## src/rtl/jtag_bscan_pkg.sv

```systemverilog
// rtl/jtag_bscan_pkg.sv - TAP state encoding and default opcodes for the user boundary-scan port
package jtag_bscan_pkg;

  // IEEE 1149.1 reference encoding for the 16 TAP states
  typedef enum logic [3:0] {
    ST_EXIT2_DR  = 4'h0,
    ST_EXIT1_DR  = 4'h1,
    ST_SHIFT_DR  = 4'h2,
    ST_PAUSE_DR  = 4'h3,
    ST_SEL_IR    = 4'h4,
    ST_UPDATE_DR = 4'h5,
    ST_CAP_DR    = 4'h6,
    ST_SEL_DR    = 4'h7,
    ST_EXIT2_IR  = 4'h8,
    ST_EXIT1_IR  = 4'h9,
    ST_SHIFT_IR  = 4'hA,
    ST_PAUSE_IR  = 4'hB,
    ST_RTI       = 4'hC,
    ST_UPDATE_IR = 4'hD,
    ST_CAP_IR    = 4'hE,
    ST_TLR       = 4'hF
  } tap_state_t;

  localparam int          IR_LEN_DEF    = 5;
  localparam logic [4:0]  OP_USER1_DEF  = 5'b00010;
  localparam logic [4:0]  OP_USER2_DEF  = 5'b00011;
  localparam logic [4:0]  OP_IDCODE_DEF = 5'b01001;
  localparam logic [31:0] IDCODE_DEF    = 32'h0000_0093;

endpackage

```

## src/rtl/jtag_tap_fsm.sv

```systemverilog
// rtl/jtag_tap_fsm.sv - TMS-driven 16-state TAP controller with DR/TLR/RTI state decodes
module jtag_tap_fsm
  import jtag_bscan_pkg::*;
(
  input  logic       TCK,
  input  logic       RST_B,
  input  logic       TMS,
  output logic [3:0] state,
  output logic       shift_dr,
  output logic       capture_dr,
  output logic       update_dr,
  output logic       run_test,
  output logic       test_reset
);

  tap_state_t state_q;
  tap_state_t state_d;

  always_ff @(posedge TCK or negedge RST_B) begin
    if (!RST_B) state_q <= ST_TLR;
    else        state_q <= state_d;
  end

  always_comb begin
    state_d = state_q;
    case (state_q)
      ST_TLR:       state_d = TMS ? ST_TLR       : ST_RTI;
      ST_RTI:       state_d = TMS ? ST_SEL_DR    : ST_RTI;
      ST_SEL_DR:    state_d = TMS ? ST_SEL_IR    : ST_CAP_DR;
      ST_CAP_DR:    state_d = TMS ? ST_EXIT1_DR  : ST_SHIFT_DR;
      ST_SHIFT_DR:  state_d = TMS ? ST_EXIT1_DR  : ST_SHIFT_DR;
      ST_EXIT1_DR:  state_d = TMS ? ST_UPDATE_DR : ST_PAUSE_DR;
      ST_PAUSE_DR:  state_d = TMS ? ST_EXIT2_DR  : ST_PAUSE_DR;
      ST_EXIT2_DR:  state_d = TMS ? ST_UPDATE_DR : ST_SHIFT_DR;
      ST_UPDATE_DR: state_d = TMS ? ST_SEL_DR    : ST_RTI;
      ST_SEL_IR:    state_d = TMS ? ST_TLR       : ST_CAP_IR;
      ST_CAP_IR:    state_d = TMS ? ST_EXIT1_IR  : ST_SHIFT_IR;
      ST_SHIFT_IR:  state_d = TMS ? ST_EXIT1_IR  : ST_SHIFT_IR;
      ST_EXIT1_IR:  state_d = TMS ? ST_UPDATE_IR : ST_PAUSE_IR;
      ST_PAUSE_IR:  state_d = TMS ? ST_EXIT2_IR  : ST_PAUSE_IR;
      ST_EXIT2_IR:  state_d = TMS ? ST_UPDATE_IR : ST_SHIFT_IR;
      ST_UPDATE_IR: state_d = TMS ? ST_SEL_DR    : ST_RTI;
      default:      state_d = ST_TLR;
    endcase
  end

  always_comb begin
    state      = state_q;
    shift_dr   = (state_q == ST_SHIFT_DR);
    capture_dr = (state_q == ST_CAP_DR);
    update_dr  = (state_q == ST_UPDATE_DR);
    run_test   = (state_q == ST_RTI);
    test_reset = (state_q == ST_TLR);
  end

endmodule

```

## src/rtl/jtag_user_bscan.sv

```systemverilog
// rtl/jtag_user_bscan.sv - JTAG TAP with USER1/USER2 user-chain port; BSCAN_IDCODE_EN adds the IDCODE register
module jtag_user_bscan
  import jtag_bscan_pkg::*;
#(
  parameter int                IR_LEN    = IR_LEN_DEF,
  parameter logic [IR_LEN-1:0] OP_USER1  = IR_LEN'(OP_USER1_DEF),
  parameter logic [IR_LEN-1:0] OP_USER2  = IR_LEN'(OP_USER2_DEF),
  parameter logic [IR_LEN-1:0] OP_BYPASS = '1
`ifdef BSCAN_IDCODE_EN
  ,
  parameter logic [IR_LEN-1:0] OP_IDCODE = IR_LEN'(OP_IDCODE_DEF),
  parameter logic [31:0]       IDCODE    = IDCODE_DEF
`endif
)
(
  input  logic TCK,
  input  logic RST_B,
  input  logic TMS,
  input  logic TDI,
  output logic TDO,
  output logic TDO_OE,
  output logic BTDI,
  output logic SEL1,
  output logic SEL2,
  output logic DRCK1,
  output logic DRCK2,
  output logic SHIFT,
  output logic CAPTURE,
  output logic UPDATE,
  output logic RUNTEST,
  output logic RESET,
  input  logic TDO1,
  input  logic TDO2
);

`ifdef BSCAN_IDCODE_EN
  localparam logic [IR_LEN-1:0] IR_RST = OP_IDCODE;
`else
  localparam logic [IR_LEN-1:0] IR_RST = OP_BYPASS;
`endif

  logic [3:0]        state_w;
  tap_state_t        state;
  logic [IR_LEN-1:0] ir;
  logic [IR_LEN-1:0] ir_sr;
  logic              bypass_q;
  logic              dr_tdo;
  logic              dr_clk_win;
  logic              drck_en1_q;
  logic              drck_en2_q;

  jtag_tap_fsm u_tap_fsm (
    .TCK        (TCK),
    .RST_B      (RST_B),
    .TMS        (TMS),
    .state      (state_w),
    .shift_dr   (SHIFT),
    .capture_dr (CAPTURE),
    .update_dr  (UPDATE),
    .run_test   (RUNTEST),
    .test_reset (RESET)
  );

  assign state      = tap_state_t'(state_w);
  assign SEL1       = (ir == OP_USER1);
  assign SEL2       = (ir == OP_USER2);
  assign BTDI       = TDI;
  assign TDO_OE     = (state == ST_SHIFT_IR) || (state == ST_SHIFT_DR);
  assign dr_clk_win = (state == ST_CAP_DR) || (state == ST_SHIFT_DR);

  // Shifters act on the rising edge of the state they are in
  always_ff @(posedge TCK or negedge RST_B) begin
    if (!RST_B) begin
      ir_sr    <= '0;
      bypass_q <= 1'b0;
    end else begin
      case (state)
        ST_TLR:      bypass_q <= 1'b0;
        ST_CAP_IR:   ir_sr    <= IR_LEN'(2'b01);
        ST_SHIFT_IR: ir_sr    <= {TDI, ir_sr[IR_LEN-1:1]};
        ST_CAP_DR:   bypass_q <= 1'b0;
        ST_SHIFT_DR: bypass_q <= TDI;
        default:     ;
      endcase
    end
  end

`ifdef BSCAN_IDCODE_EN
  logic [31:0] id_sr;

  always_ff @(posedge TCK or negedge RST_B) begin
    if (!RST_B)                    id_sr <= '0;
    else if (state == ST_CAP_DR)   id_sr <= IDCODE;
    else if (state == ST_SHIFT_DR) id_sr <= {TDI, id_sr[31:1]};
  end
`endif

  always_comb begin
    dr_tdo = bypass_q;
    if (SEL1)      dr_tdo = TDO1;
    else if (SEL2) dr_tdo = TDO2;
`ifdef BSCAN_IDCODE_EN
    else if (ir == OP_IDCODE) dr_tdo = id_sr[0];
`endif
  end

  always_ff @(negedge TCK or negedge RST_B) begin
    if (!RST_B) begin
      ir         <= IR_RST;
      TDO        <= 1'b0;
      drck_en1_q <= 1'b0;
      drck_en2_q <= 1'b0;
    end else begin
      drck_en1_q <= dr_clk_win & SEL1;
      drck_en2_q <= dr_clk_win & SEL2;
      if (state == ST_TLR)            ir <= IR_RST;
      else if (state == ST_UPDATE_IR) ir <= ir_sr;
      if (state == ST_SHIFT_IR)       TDO <= ir_sr[0];
      else if (state == ST_SHIFT_DR)  TDO <= dr_tdo;
    end
  end

  // Falling-latched enable ANDed with the live window: the window closes while TCK is high, so DRCK never glitches low
  assign DRCK1 = TCK | ~(drck_en1_q & dr_clk_win & SEL1);
  assign DRCK2 = TCK | ~(drck_en2_q & dr_clk_win & SEL2);

endmodule

```

## config.mk

```make
export PLATFORM = sky130hd
export DESIGN_NAME = jtag_user_bscan
export DESIGN_NICKNAME = d
export VERILOG_FILES = /design/src/rtl/jtag_bscan_pkg.sv /design/src/rtl/jtag_tap_fsm.sv /design/src/rtl/jtag_user_bscan.sv
export SDC_FILE = /design/constraint.sdc
export NUM_CORES = 1
export LEC_CHECK = 0
export CAP_MARGIN = 5
export CORE_AREA = 4 4 54 56
export DETAILED_ROUTE_END_ITERATION = 16
export DIE_AREA = 0 0 58 60
export GPL_ROUTABILITY_DRIVEN = 0
export PLACE_DENSITY_LB_ADDON = 0.15
export SLEW_MARGIN = 20
export SYNTH_ARGS = -nofsm -noshare
export SYNTH_HDL_FRONTEND = slang
export SYNTH_HIERARCHICAL = 1
export SYNTH_SLANG_ARGS = --single-unit
```

## constraint.sdc

```tcl
create_clock -name TCK -period 1.9 [get_ports TCK]
set_input_delay 0.19 -clock TCK [delete_from_list [all_inputs] [get_ports TCK]]
set_output_delay 0.19 -clock TCK [all_outputs]
set_load 0.1 [all_outputs]
```

==> results of run 1 <==
## worst register-to-register path, cell delays in order, from the launching register on
cell and delay (ns):
dfstp_2 0.55, or3b_4 0.43, nor2_4 0.10, a211oi_2 0.07
## logic make-up after synthesis
family / Yosys count / synth area share (%)
AND/OR/NAND/NOR: 54 / 32.6
multiplexers: 2 / 2.23
flip-flops: 18 / 48.5
buffers and inverters: 6 / 4.20
AO/OA/AOI/OAI: 19 / 12.5
## final cells by class
type / count / area [um^2] / area share (%)
flip-flops and latches: 18 / 462 / 24.9
multi-input cells: 76 / 618 / 33.4
clock inverters: 6 / 23.8 / 1.28
clock buffers: 14 / 130 / 7.03
well taps: 30 / 37.5 / 2.03
repair buffers: 45 / 579 / 31.3
## flip-flops by register name, summed over array words and instances (netlist names)
signal           count
ir                   5
ir_sr                5
u_tap_fsm/state      4
TDO                  1
bypass_q             1
drck_en1_q           1
drck_en2_q           1
## report_power, final
part / internal [uW] / leakage, uW / switching (uW)
Clock: 248 / 0.000110 / 210
Combinational: 985 / 0.000483 / 1130
Sequential: 601 / 0.000214 / 147
Total: 1830 / 0.000807 / 1480
## layout by cell type (no fill, tap or decap), drive strengths merged, types with 2 or more instances in the layout
| cell type | synthesis | routed |
|---|---|---|
| nand2 | 15 | 15 |
| o21ai | 13 | 13 |
| dfstp | 9 | 9 |
| and3 | 2 | 2 |
| nand3 | 4 | 5 |
| inv | 1 | 5 |
| nor2b | 4 | 4 |
| nor2 | 15 | 15 |
| dfrtp | 6 | 6 |
| dfrtn | 3 | 3 |
| nor3 | 2 | 2 |
| nor3b | 2 | 2 |
| clkbuf | 1 | 13 |
| buf | 4 | 41 |
| nand2b | 4 | 4 |
| clkdlybuf4s50 | 0 | 5 |
## worst max-delay path by stage
stage	startpoint	endpoint	slack [ns]	depth (start not counted)
2_1_floorplan	u_tap_fsm/state[1]	TDO	-1.03	4
3_3_place_gp	ir[2]	DRCK2	-1.22	4
4_1_cts	ir[1]	SEL1	-1.00	4
3_5_place_dp	ir[1]	DRCK1	-1.24	4
6_report	ir[1]	SEL1	-1.02	4
5_1_grt	ir[1]	SEL1	-1.08	4
## per-layer routing
| metal | part of all wire [%] | routed length, um | vias up |
|---|---|---|---|
| li1 | - | - | 462 |
| met1 | 39 | 1060 | 461 |
| met2 | 53 | 1430 | 41 |
| met3 | 6.5 | 178 | 8 |
| met4 | 2.1 | 57 | 0 |
| met5 | 0 | 0 | - |
## per-stage QoR
step           cell area, um^2  std cells  setup TNS (ns)  hold slack (ns)  utilization (%)
2_1_floorplan             1040         99           -5.19           -0.106                -
3_3_place_gp              1420        157           -4.89            0.463             58.5
3_5_place_dp              1420        157           -5.15            0.469             58.5
4_1_cts                   1680        179           -5.46            0.291             69.1
5_1_grt                   1850        189           -6.50            0.317             76.1
6_report                  1850        189           -5.62            0.271             76.1
## repair_timing
item | 4_1_cts | 5_1_grt
buffers inserted | 4 | 12
pin swaps | 2 | 9
hold endpoints to repair | 0 | 0
gates cloned | 1 | 1
endpoints found under the setup margin | 20 | 23
gates resized for setup | 37 | 24
==> reports/metrics.cfg, run 1 <==
[floorplanning]
fp.dieW_um=58
dieHeight_um=60
ioPinCount=18
core_area_um2=2430
row_count=18
start_util_pct=39.1
die_area_um2=3480

[synth]
ys_ff_latch=18
synthFlopType=dfstp_2
synth_commonest_cells=nand2_1 (15), nor2_1 (12), o21ai_1 (12)
yosys_warnings=6
synth_area_um2=952
syn_nets=105
synth_top_area_share_pct=24.8
yosysUniqueCellTypes=35
netlist_instances=99
yosys-top-cells-area=dfstp_2 (25%), dfrtp_1 (16%), dfrtn_1 (7.9%)
syn_avg_cell_area_um2=9.62
async_reset_ff_share_pct=100
yosysSeqAreaShare_pct=48.5
synth_largest_area_cell=dfstp_2
synth-edff-count=0
synth_most_common_cell=nand2_1

[setup_path]
crit_buf_inv=2
r2r_cells=3
r2r_start=u_tap_fsm/state[1]
arrival_ns=2.73
reg2reg_to=TDO
startpoint_type=flop
cp.required_ns=1.71
crit_type=reg -> out
reg2reg_slack_ns=-0.34
cp_slowest_cell=dfstp_2
crit_family=flip-flops
end_kind=primary output
crit_fanout=3
path_cells=nor4b_4 -> nor2b_4 -> buf_6 -> buf_12
max_stage_delay_ns=0.52

[grt]
top_usage_layer=met2
overflow=0
grtUsageTotal_pct=17.9
grt_pass1_wl_mm=4.31
grtUsageMet2_pct=27.6
gr-usage-met1_pct=17.2
grt_max_degree=15
grt_pass1_vias=1000
grt_use_met3_pct=10.6
antenna_found_initial=0

[drt]
drc=0
drt_iter0_drc=24
wl_per_cell_um=14.4
vias=972
drtAntennaViolNets=0
totalWireLength_mm=2.73
dr.pass1.iters=4
viasPerCell=5.14

[placement]
place_ws_ns=-1.24
place_hpwl_mm=1.59
io_buffer_count=17

[clocking]
clkLatencyLatePin_ns=0.47
hold_buffers=0
cts_tree=yes
path_clk_slew_ns=0.11

[layout]
final_nets=166
areaGrowthSynthToFinish_pct=94.3
n_fill_cell=153
diodes=0
layout-drive-gt1-share_pct=59.7

[run]
drv_cap=0

[timing]
worst_slew_pin_slew_ns=0.333
drv_slew=0
max_slew_margin_pct=77.7
fin_skew_ns=0.0670
rsz0062_at_grt=yes
fin_ws_ns=-1.02
setup_viol=18
hold_viol=0

[pwr]
power_uw=3320
leakage_uw=0.000807
powerDensity_nw_per_um2=1790
vdd_drop_max_mv=1.22

[run_status]
failed_checks=negative setup slack
status=finished, violations left

[min_path]
worstHoldPathType=in -> async

(Power assumes the default switching activity.)
==> run 2, diff against run 1 <==
--- a/config.mk
+++ b/config.mk
@@ -6,11 +6,12 @@
 export NUM_CORES = 1
 export LEC_CHECK = 0
 export CAP_MARGIN = 5
-export CORE_AREA = 4 4 54 56
+export CORE_AREA = 2 2 52 54
 export DETAILED_ROUTE_END_ITERATION = 16
-export DIE_AREA = 0 0 58 60
+export DIE_AREA = 0 0 54 56
 export GPL_ROUTABILITY_DRIVEN = 0
 export PLACE_DENSITY_LB_ADDON = 0.15
+export SKIP_LAST_GASP = 1
 export SLEW_MARGIN = 20
 export SYNTH_ARGS = -nofsm -noshare
 export SYNTH_HDL_FRONTEND = slang
==> constraint.sdc (replaced) <==
create_clock -name TCK -period 1.9 [get_ports TCK]
set_input_delay 0.38 -clock TCK [delete_from_list [all_inputs] [get_ports TCK]]
set_output_delay 0.38 -clock TCK [all_outputs]
set_load 0.1 [all_outputs]
==> run 2 against run 1 <==
The run still ends with negative setup slack left. Hold slack better by 0.13 ns. Critical path depth stayed put. Global-route usage is 2.9 points higher. Largest cell class unchanged. Setup slack worse by 0.17 ns. Non-clock buffer count is 2 higher. Sequential cell count stayed put. Sequential power hardly changed. Combinational power hardly changed.
==> reports/metrics.cfg, run 2 (synthesis results as in run 1) <==
[run_status]
status=finished, violations left
failed_checks=negative setup slack

[clocking]
clkLatencyLatePin_ns=0.47  ; about the same
cts_tree=yes
path_clk_slew_ns=0.11  ; about the same
hold_buffers=0  ; unchanged

[timing]
rsz0062_at_grt=yes
worst_slew_pin_slew_ns=0.349  ; +0.0155 ns
drv_slew=0  ; unchanged
setup_viol=24  ; +6
max_slew_margin_pct=76.7  ; -1.0 points
fin_ws_ns=-1.20  ; -0.173 ns
fin_skew_ns=0.0667  ; -0.000215 ns
hold_viol=0  ; unchanged

[layout]
diodes=0  ; unchanged
final_nets=168  ; +1.2%
layout_common_cells=buf_4 (17), buf_12 (13), clkbuf_4 (12), buf_6 (12), nor2_1 (10)
final_util_pct=75.8  ; -0.26 points
layout-drive-gt1-share_pct=62.1  ; +2.4 points
areaGrowthSynthToFinish_pct=93.7
n_fill_cell=157  ; +2.6%
final_common_cell=buf_4

[floorplanning]
row_count=18  ; unchanged
start_util_pct=39.1  ; unchanged
ioPinCount=18  ; unchanged
core_area_um2=2430  ; unchanged
dieHeight_um=56  ; -6.7%
fp.dieW_um=54  ; -6.9%
die_area_um2=3020  ; -13%

[setup_path]
arrival_ns=2.72  ; about the same
crit_type=reg -> out
startpoint_type=flop
crit_fanout=3  ; unchanged
cp.required_ns=1.52  ; -0.19 ns
end_kind=primary output
r2r_cells=4  ; +1

[grt]
grt_pass1_vias=1035  ; +3.5%
grt_max_degree=15  ; unchanged
grtUsageTotal_pct=20.8  ; +2.9 points
grt_pass1_wl_mm=4.33  ; +0.32%
overflow=0  ; unchanged
antenna_found_initial=0  ; unchanged

[drt]
wl_per_cell_um=13.6  ; -5.6%
dr.pass1.iters=6  ; +2
vias=979  ; +0.72%
totalWireLength_mm=2.60  ; -4.6%
drt_iter0_drc=25  ; +4.2%
drc=0  ; unchanged
viasPerCell=5.13  ; -0.33%
drtAntennaViolNets=0  ; unchanged

[run]
drv_cap=0  ; unchanged

[pwr]
vdd_drop_max_mv=1.41  ; +16%
powerDensity_nw_per_um2=1780  ; -0.46%
leakage_uw=0.000802  ; -0.64%
power_uw=3290  ; -0.79%

[placement]
io_buffer_count=17  ; unchanged
place_hpwl_mm=1.47  ; -7.6%

[min_path]
worstHoldPathType=in -> async

-- run 2: cell count changes in the layout (fill, tap and decap cells not counted), sizes merged --
| cell | delta |
|---|---|
| clkbuf | -1 |
| buf | +3 |
-- run 2: timing repair --
item                                    4_1_cts  5_1_grt
gates resized for setup                      45       19
gates cloned                                  2        0
pin swaps                                     8        8
endpoints found under the setup margin       24       24
setup buffers                                11        6
-- run 2: per-stage QoR --
step                worst slack [ns]  setup TNS, ns  hold WS (ns)  instances  area [um^2]
finish                         -1.20          -7.19         0.403        191         1840
global route                   -1.27          -8.24         0.411        191         1840
CTS                            -1.22          -7.43         0.397        188         1790
detailed placement             -1.47          -6.16         0.469        158         1440
global placement               -1.41          -5.89         0.453        158         1440
floorplan                      -1.21          -6.39        0.0844         99         1050
-- run 2: critical path: stages, from the launching register on --
cell and delay (ns):
dfstp_2 0.52, nor4b_4 0.25, nor2b_4 0.25, buf_6 0.12, buf_12 0.16
-- run 2: final cells by class --
cell class	instances	area [um^2]	share of cell area, %
Multi-Input combinational cell	76	628	34.1
Timing Repair Buffer	47	563	30.5
Sequential cell	18	462	25.0
Clock buffer	14	130	7.06
Tap cell	30	37.5	2.04
Clock inverter	6	23.8	1.29
-- run 2: final timing paths --
check / startpoint / end / slack, ns
worst max-delay path: ir[1] / SEL1 / -1.20
worst min-delay path: RST_B / ir_sr[2] / 0.40
min in group TCK: ir[2] / ir[2] / 0.49
worst max register to register: u_tap_fsm/state[1] / TDO / -0.42
max in group asynchronous: RST_B / TDO / 0.54
worst min register to register: ir[2] / ir[2] / 0.49
-- run 2: where the power goes --
part | leakage (uW) | switching (uW) | internal [uW]
clock network | 0.000110 | 210 | 248
registers | 0.000214 | 144 | 601
logic | 0.000478 | 1130 | 959
total | 0.000802 | 1480 | 1810
-- run 2: routing by layer --
layer	GRT usage (%)	part of all wire [%]	vias to the layer above	wire (um)
met4	20.0	3.7	0	97
met5	0	0	-	0
met1	23.5	39	466	1020
met3	9.14	5.3	10	139
met2	27.9	52	37	1340
li1	-	-	466	-
==> run 3, diff against run 2 <==
--- a/config.mk
+++ b/config.mk
@@ -5,6 +5,7 @@
 export SDC_FILE = /design/constraint.sdc
 export NUM_CORES = 1
 export LEC_CHECK = 0
+export ABC_AREA = 0
 export CAP_MARGIN = 5
 export CORE_AREA = 2 2 52 54
 export DETAILED_ROUTE_END_ITERATION = 16
==> results of run 3 <==
Same layout as run 2: the final DEF is identical, and so are final timing and power.
